===== config.mk =====
export PLATFORM = sky130hd
export DESIGN_NAME = hazard_scoreboard
export DESIGN_NICKNAME = d
export VERILOG_FILES = /design/src/rtl/hazard_pkg.sv /design/src/rtl/md_busy_counter.sv /design/src/rtl/hazard_scoreboard.sv
export SDC_FILE = /design/constraint.sdc
export NUM_CORES = 1
export LEC_CHECK = 0
export ABC_AREA = 1
export BUFFER_PORTS_ARGS = -buffer_cell sky130_fd_sc_hd__buf_2
export CORE_ASPECT_RATIO = 0.8
export CORE_MARGIN = 4
export CORE_UTILIZATION = 40
export CTS_BUF_LIST = sky130_fd_sc_hd__clkbuf_8
export DETAILED_ROUTE_END_ITERATION = 7
export GPL_TIMING_DRIVEN = 0
export PLACE_DENSITY = 0.62
export SYNTH_ARGS = -nofsm -noshare
export SYNTH_HDL_FRONTEND = slang
export SYNTH_SLANG_ARGS = --single-unit

===== constraint.sdc =====
create_clock -name clk -period 4.1 [get_ports clk]
set_input_delay 0.41 -clock clk [delete_from_list [all_inputs] [get_ports clk]]
set_output_delay 0.41 -clock clk [all_outputs]
set_load 0.02 [all_outputs]

===== src/rtl/hazard_pkg.sv =====
// Shared encodings and the shadow-pipeline entry type for the hazard scoreboard.
// Entry field widths follow the default AW/TW; the top must be built with matching widths.
package hazard_pkg;

  localparam int AW_DEF = 5;
  localparam int TW_DEF = 2;

  typedef enum logic [1:0] {
    FWD_RF = 2'd0,
    FWD_E  = 2'd1,
    FWD_M  = 2'd2,
    FWD_W  = 2'd3
  } fwd_t;

  typedef struct packed {
    logic              valid;
    logic [AW_DEF-1:0] wa;
    logic [TW_DEF-1:0] rem;
  } shadow_t;

endpackage


===== src/rtl/md_busy_counter.sv =====
// Multi-cycle mult/div busy counter: loads on start, counts down to zero, busy while nonzero.
module md_busy_counter #(
  parameter int W = 4
) (
  input  logic         clk,
  input  logic         rst_n,
  input  logic         start,
  input  logic [W-1:0] load_val,
  output logic         busy
);

  logic [W-1:0] count;

  always_ff @(posedge clk or negedge rst_n) begin
    if (!rst_n) begin
      count <= '0;
    end else if (start) begin
      count <= load_val;
    end else if (count != '0) begin
      count <= count - 1'b1;
    end
  end

  assign busy = (count != '0);

endmodule


===== src/rtl/hazard_scoreboard.sv =====
// Stateful hazard unit: E/M/W shadow pipeline of in-flight writes counting down to readiness,
// decode-stall and forwarding-select logic, mult/div busy tracking and a saturating stall counter.
module hazard_scoreboard
  import hazard_pkg::*;
#(
  parameter int NREG     = 32,
  parameter int AW       = $clog2(NREG),
  parameter int TW       = TW_DEF,
  parameter int MULT_CYC = 5,
  parameter int DIV_CYC  = 10,
  parameter int CNT_W    = 32
) (
  input  logic             clk,
  input  logic             rst_n,
  input  logic             d_valid,
  input  logic [AW-1:0]    d_rs,
  input  logic [AW-1:0]    d_rt,
  input  logic             d_use_rs,
  input  logic             d_use_rt,
  input  logic [TW-1:0]    d_tuse_rs,
  input  logic [TW-1:0]    d_tuse_rt,
  input  logic             d_wr,
  input  logic [AW-1:0]    d_wa,
  input  logic [TW-1:0]    d_tnew,
  input  logic             d_md_start,
  input  logic             d_md_div,
  input  logic             d_md_access,
  input  logic             flush,
  output logic             stall,
  output logic [1:0]       fwd_rs,
  output logic [1:0]       fwd_rt,
  output logic             md_busy,
  output logic [CNT_W-1:0] stall_cnt
);

  localparam int MD_MAX = (DIV_CYC > MULT_CYC) ? DIV_CYC : MULT_CYC;
  localparam int MD_W   = $clog2(MD_MAX + 1);

  typedef struct packed {
    logic hazard;
    fwd_t fwd;
  } lookup_t;

  shadow_t ent_p0;
  shadow_t ent_p1;
  shadow_t ent_p2;
  shadow_t ent_nxt;
  lookup_t lk_rs;
  lookup_t lk_rt;
  logic    issue;
  logic    md_start;
  logic [MD_W-1:0] md_load;

  function automatic shadow_t age_entry(input shadow_t s);
    shadow_t r;
    r = s;
    if (s.rem != '0) r.rem = s.rem - 1'b1;
    return r;
  endfunction

  // Youngest matching producer wins; register 0 and unused operands never match.
  function automatic lookup_t lookup(input logic use_op, input logic [AW-1:0] ra,
                                     input logic [TW-1:0] tuse, input shadow_t e,
                                     input shadow_t m, input shadow_t w);
    lookup_t r;
    r.hazard = 1'b0;
    r.fwd    = FWD_RF;
    if (use_op && ra != '0) begin
      if (e.valid && e.wa == ra) begin
        r.fwd    = FWD_E;
        r.hazard = (e.rem > tuse);
      end else if (m.valid && m.wa == ra) begin
        r.fwd    = FWD_M;
        r.hazard = (m.rem > tuse);
      end else if (w.valid && w.wa == ra) begin
        r.fwd    = FWD_W;
        r.hazard = (w.rem > tuse);
      end
    end
    return r;
  endfunction

  always_comb begin
    lk_rs = lookup(d_use_rs, d_rs, d_tuse_rs, ent_p0, ent_p1, ent_p2);
    lk_rt = lookup(d_use_rt, d_rt, d_tuse_rt, ent_p0, ent_p1, ent_p2);
  end

  assign stall  = d_valid & ~flush & (lk_rs.hazard | lk_rt.hazard | (d_md_access & md_busy));
  assign fwd_rs = lk_rs.fwd;
  assign fwd_rt = lk_rt.fwd;
  assign issue  = d_valid & ~stall & ~flush;

  always_comb begin
    ent_nxt       = '0;
    ent_nxt.valid = issue & d_wr & (d_wa != '0);
    ent_nxt.wa    = d_wa;
    ent_nxt.rem   = d_tnew;
  end

  // Shadow pipeline advances every cycle regardless of stall; only valid bits need reset.
  always_ff @(posedge clk or negedge rst_n) begin
    if (!rst_n) begin
      ent_p0.valid <= 1'b0;
      ent_p1.valid <= 1'b0;
      ent_p2.valid <= 1'b0;
    end else begin
      ent_p0 <= ent_nxt;
      ent_p1 <= age_entry(ent_p0);
      ent_p2 <= age_entry(ent_p1);
    end
  end

  assign md_start = issue & d_md_start;
  assign md_load  = d_md_div ? MD_W'(DIV_CYC) : MD_W'(MULT_CYC);

  md_busy_counter #(
    .W (MD_W)
  ) u_md (
    .clk      (clk),
    .rst_n    (rst_n),
    .start    (md_start),
    .load_val (md_load),
    .busy     (md_busy)
  );

  always_ff @(posedge clk or negedge rst_n) begin
    if (!rst_n) begin
      stall_cnt <= '0;
    end else if (stall && stall_cnt != '1) begin
      stall_cnt <= stall_cnt + 1'b1;
    end
  end

endmodule


==> Word level (Yosys, flattened, before mapping) <==
Cells that the tools add are included.
{ "classes": {"addsub": 4, "n_lt_le_gt_ge": 6, "eq_ne": 7, "mux": 13, "bitwise_logic": 12, "reduce_logical": 16} }
{ "op_table": {"columns": ["operator", "n"], "rows": [
  ["adder 32 x 1 -> 32 bit, second input constant", 1],
  ["inequality test 32 bit, second input constant", 1],
  ["== test 5 bit", 6],
  ["two-way mux 3 bit", 8],
  ["nonzero test 5 bit", 3],
  ["> comparator 2 bit", 6],
  ["two-way mux 4 bit", 3],
  ["logical AND 1 bit", 9],
  ["AND 1 bit", 8],
  ["nonzero test 2 bit", 3],
  ["two-way mux 2 bit", 2],
  ["nonzero test 4 bit", 1],
  ["subtractor 2 x 1 -> 2 bit, second input constant", 2],
  ["subtractor 4 x 1 -> 4 bit, second input constant", 1],
  ["NOT 1 bit", 2],
  ["bitwise OR 1 bit", 2]
]} }
{ "totals": {"regBits": 60} }

==> Logic depth before layout (Yosys ltp) <==
{ "depth": {"depth_word": 14, "ltp_mapped": 17, "mapped_depth_nobuf": 15} }

==> By module <==
A second synthesis with hierarchy kept.
{ "unflattened": {"hier_cells": 546, "area_unflattened_um2": 4043.9} }
{ "modules_own_cells": {"columns": ["mod", "n_inst", "cells_per_inst", "area_per_inst_um2", "seq_area_each_um2"], "rows": [
  ["hazard_scoreboard", 1, 508, 3764.9, 1506.4],
  ["md_busy_counter", 1, 38, 279.0, 100.1]
]} }

==> Worst setup path after synthesis <==
OpenSTA, ideal clock, no wires.
{ "synth_path": {"kind": "input to register", "start": "input port d_tuse_rt[1]", "end": "register stall_cnt[22]", "setup_time_ns": 0.117, "t_arrival_ns": 1.827, "required_time_ns": 3.983, "slack_ns": 2.156, "stages": 15, "cell_sequence": "inv_1 -> ha_1 -> inv_1 -> nor2_1 -> o21ai_0 -> nor2_1 -> nor2_1 -> nand2_2 -> nand2_2 -> nand3_2 -> and3_1 -> buf_6 -> buf_4 -> nand2_1 -> nand2_1"} }
{ "synth_between": {"elab_chain_cells": 9, "elab_cells_between_ends": 11, "cone_classes": "3 x order compare; 4 x mux; 3 x bitwise; 1 x reduce/logical"} }
{ "synth_lines": {"columns": ["item", "line", "rtl"], "rows": [
  ["start: declaration", "hazard_scoreboard.sv:21", "input logic [TW-1:0] d_tuse_rt,"],
  ["> comparator 2 bit", "hazard_scoreboard.sv:77", "r.hazard = (w.rem > tuse);"],
  ["two-way mux 3 bit", "hazard_scoreboard.sv:75", "end else if (w.valid && w.wa == ra) begin"],
  ["two-way mux 3 bit", "hazard_scoreboard.sv:72", "end else if (m.valid && m.wa == ra) begin"],
  ["two-way mux 3 bit *", "hazard_scoreboard.sv:69", "if (e.valid && e.wa == ra) begin"],
  ["two-way mux 3 bit *", "hazard_scoreboard.sv:68", "if (use_op && ra != '0) begin"],
  ["bitwise OR 1 bit * (2 in a row)", "hazard_scoreboard.sv:88", "assign stall = d_valid & ~flush & (lk_rs.hazard | lk_rt.hazard | (d_md_access & md_busy));"],
  ["AND 1 bit *", "hazard_scoreboard.sv:88", null],
  ["logical AND 1 bit *", "hazard_scoreboard.sv:129", "end else if (stall && stall_cnt != '1) begin"],
  ["end signal: assignment", "hazard_scoreboard.sv:130", "stall_cnt <= stall_cnt + 1'b1;"],
  ["end: declaration", "hazard_scoreboard.sv:33", "output logic [CNT_W-1:0] stall_cnt"]
]} }
Every way passes the cells marked *; elsewhere a longest branch is shown, timed or not.
A chain may end at the register's enable or synchronous reset.

==> Worst setup path after layout <==
{ "layout_path": {"start": "register ent_p0[1] (netlist name)", "end": "output port stall"} }
{ "layout_between": {"elab_chain_cells": 6, "elab_cells_between_ends": 9, "cone_classes": "2 x order compare; 4 x mux; 3 x bitwise"} }
{ "layout_lines": {"columns": ["item", "line", "rtl"], "rows": [
  ["start: declaration", "hazard_scoreboard.sv:44", "shadow_t ent_p0;"],
  ["start signal: assignment", "hazard_scoreboard.sv:107", "ent_p0 <= ent_nxt;"],
  ["> comparator 2 bit", "hazard_scoreboard.sv:71", "r.hazard = (e.rem > tuse);"],
  ["two-way mux 3 bit", "hazard_scoreboard.sv:69", null],
  ["two-way mux 3 bit", "hazard_scoreboard.sv:68", null],
  ["bitwise OR 1 bit * (2 in a row)", "hazard_scoreboard.sv:88", null],
  ["AND 1 bit *", "hazard_scoreboard.sv:88", null],
  ["end: declaration", "hazard_scoreboard.sv:29", "output logic stall,"]
]} }
Marks and branches as above.

==> flow_metrics.py <==
metrics = {
    "global_route": {
        "gr-usage-all-layers": 0.1804,
        "grt_util_met2": 0.2828,
        "overflow": 0,
        "grt_pass1_vias": 3502,
        "gr-usage-met3": 0.04864,
        "antenna_found_initial": 0,
        "grt_first_pass_wirelength_mm": 17.00,
        "busiest_layer": "met2",
        "grt_max_degree": 61,
        "grt_use_met1": 0.2462,
    },
    "placed_design": {
        "globalplace.congestion": 0.9072,
        "dp.cells": 730,
        "dp_hpwl_mm": 8.019,
        "portBuffers": 68,
    },
    "clock_tree": {
        "clk_latency_ns": 0.35,
        "cts-resized-gates": 0,
        "clock_sinks": 60,
        "htree_num_levels": 3,
        "clk_pin_slew_ns": 0.08,
        "cts_inserted_buffers": 9,
        "cts_buffer_depth": 2,
        "cts_setup_buffers": 0,
        "root_buffer": "clkbuf_8",
        "cts_tree": "built",
        "cts.hold.buffers_added": 0,
    },
    "timing": {
        "setup_violations": 0,
        "rsz0062_at_grt": "no",
        "relSlewSlack": 0.4911,
        "fin_tns_setup_ns": 0,
        "finalCritPeriodShare": 0.6223,
        "tightest_slew_ns": 0.7633,
        "max_freq_mhz": 391.9,
        "skew_ns": 0.01145,
        "hold_viol": 0,
        "post-route-min-period_ns": 2.551,
        "holdWs_ns": 0.1342,
        "slew_viol_final": 0,
    },
    "finish": {
        "antenna_cells": 0,
        "nets": 651,
        "final_cell_mix": "nand2_1 (160), buf_2 (68), inv_1 (62)",
        "area_growth_pct": 17.65,
        "final_common_cell": "nand2_1",
        "final_util": 0.4877,
        "fin_cells": 746,
        "num-fill-cells": 998,
        "drive_gt1_frac": 0.2164,
    },
    "routing": {
        "drt_wl_total_mm": 10.12,
        "wl_per_cell_um": 13.57,
        "first_pass_iters": 4,
        "drt_iter0_markers": 195,
        "num_vias": 3611,
        "ant_nets": 0,
        "viasPerCell": 4.840,
        "drc_errors": 0,
    },
    "status": {
        "status": "complete, no violations",
    },
    "synthesis": {
        "synth_edf_count": 21,
        "ys_warn_count": 0,
        "avgSynthCellArea_um2": 7.667,
        "netlist_area_um2": 4033,
        "synth_seq_area_share": 0.3984,
        "ys.flop_type": "dfrtp_1",
        "synth_seq_cells": 60,
        "synth.net_count": 572,
        "netlist_instances": 526,
        "synth_cell_types": 33,
        "synthArstFlopShare": 0.6500,
    },
    "critical_path": {
        "slowest_stage": "edfxtp_1",
        "cp_cell_sequence": "ha_1, a21oi_1, a21oi_1, nor2_1, nor2_1, nand2_2, nand3_2, nand2_1, inv_2, buf_2",
        "cp_max_fo": 4,
        "end_kind": "output pin",
        "critPathLaunchType": "flop",
        "worstPathArrival_ns": 2.14,
        "required_ns": 3.69,
        "crit_type": "flop to output pin",
        "max_stage_delay_ns": 0.47,
    },
    "die": {
        "fp.dieArea_um2": 11760,
        "die_x_um": 120.3,
        "std_cell_rows": 32,
        "start_util": 0.4145,
        "die_y_um": 97.81,
        "pin_count": 69,
        "core-area_um2": 9729,
    },
    "pwr": {
        "power_density_nw_per_um2": 408.7,
        "peakVddDrop_uv": 246.7,
        "power.leakage_nw": 2.341,
        "power_w": 0.001939,
    },
    "flow_run": {
        "cap_violations": 0,
    },
    "min_path": {
        "min_path_type": "input port to async pin",
    },
}
path summary, 6_finish.rpt:
check	start	end	slack, ns	depth (start not counted)
worst max-delay path	ent_p0[1]$_DFFE_PP_	stall	1.55	10
worst min-delay path	rst_n	stall_cnt[8]$_DFFE_PN0P_	0.13	1
worst max register to register	ent_p1[1]$_DFFE_PP_	stall_cnt[25]$_DFFE_PN0P_	1.92	14
worst min register to register	ent_p1[7]$_DFF_PN0_	ent_p2[7]$_DFF_PN0_	0.42	0
max in group asynchronous	rst_n	u_md.count[3]$_DFFE_PN0P_	3.47	1
min in group clk	d_tnew[0]	ent_p0[0]$_DFFE_PP_	0.23	1
registers in the layout (all words and copies together) (netlist names):
| signal | flops |
|---|---|
| ent_p0 | 8 |
| ent_p1 | 8 |
| ent_p2 | 8 |
| stall_cnt | 32 |
| u_md.count | 4 |
metrics by stage:
stage          cell area (um2)  worst slack (ns)
6_report                  4745             1.549
2_1_floorplan             4033             2.156
5_1_grt                   4745             1.371
3_3_place_gp              4543             1.853
3_5_place_dp              4543             1.809
4_1_cts                   4742             1.552
per-layer routing:
layer	part of all wire	wire length, um
met1	0.49	4936
met2	0.44	4490
met3	0.054	548
met4	0.015	148
met5	0	0
critical path, delay by kind of cell, from the launching register on:
| family | cells | cell delay (ns) |
|---|---|---|
| buf+inv | 2 | 0.27 |
| compound gates | 2 | 0.24 |
| fa+ha+maj | 1 | 0.34 |
| flops | 1 | 0.47 |
| simple gates | 5 | 0.48 |
cell families (layout without fill, tap and decap cells):
group,Yosys count,in the layout,synth area share
DFF,60,60,0.3984
and+or+nand+nor,295,295,0.3245
adders and majority gates,15,15,0.04654
AOI/OAI and AO/OA,43,43,0.06329
buffers and inverters,74,158,0.08253
xor gates and xnor gates,39,39,0.08470
area by class of cell:
cell class	count	area (um2)	share of cell area
repair buffers	68	342.8	0.07226
clock inverters	7	75.07	0.01582
inverters	67	251.5	0.05301
flip-flops and latches	60	1607	0.3386
plain buffers	7	81.33	0.01714
multi-input cells	392	2093	0.4412
clock buffers	9	123.9	0.02611
well taps	136	170.2	0.03586
Yosys cell counts (3+ instances only):
cell type	n	area, um2
nand4_1	9	56.30
a21oi_1	11	55.05
xor2_1	24	210.2
dfrtp_1	39	975.9
xnor2_1	15	131.4
inv_1	62	232.7
nor4_1	7	43.79
nand2_1	160	600.6
inv_2	5	18.77
nand2_2	18	112.6
buf_6	3	33.78
nor2_2	5	31.28
ha_1	15	187.7
nand3_2	3	30.03
nor3_1	15	75.07
nand3_1	16	80.08
o21ai_0	19	95.09
edfxtp_1	21	630.6
o21ai_2	8	70.07
nor2_1	55	206.5
power by group:
part / total [W] / leakage, nW / internal [W] / switching [W]
sequential: 0.000815 / 0.725 / 0.000720 / 0.0000948
clock: 0.000545 / 0.0939 / 0.000283 / 0.000261
combinational: 0.000580 / 1.52 / 0.000219 / 0.000360
Power figures use the tool's default switching activity.
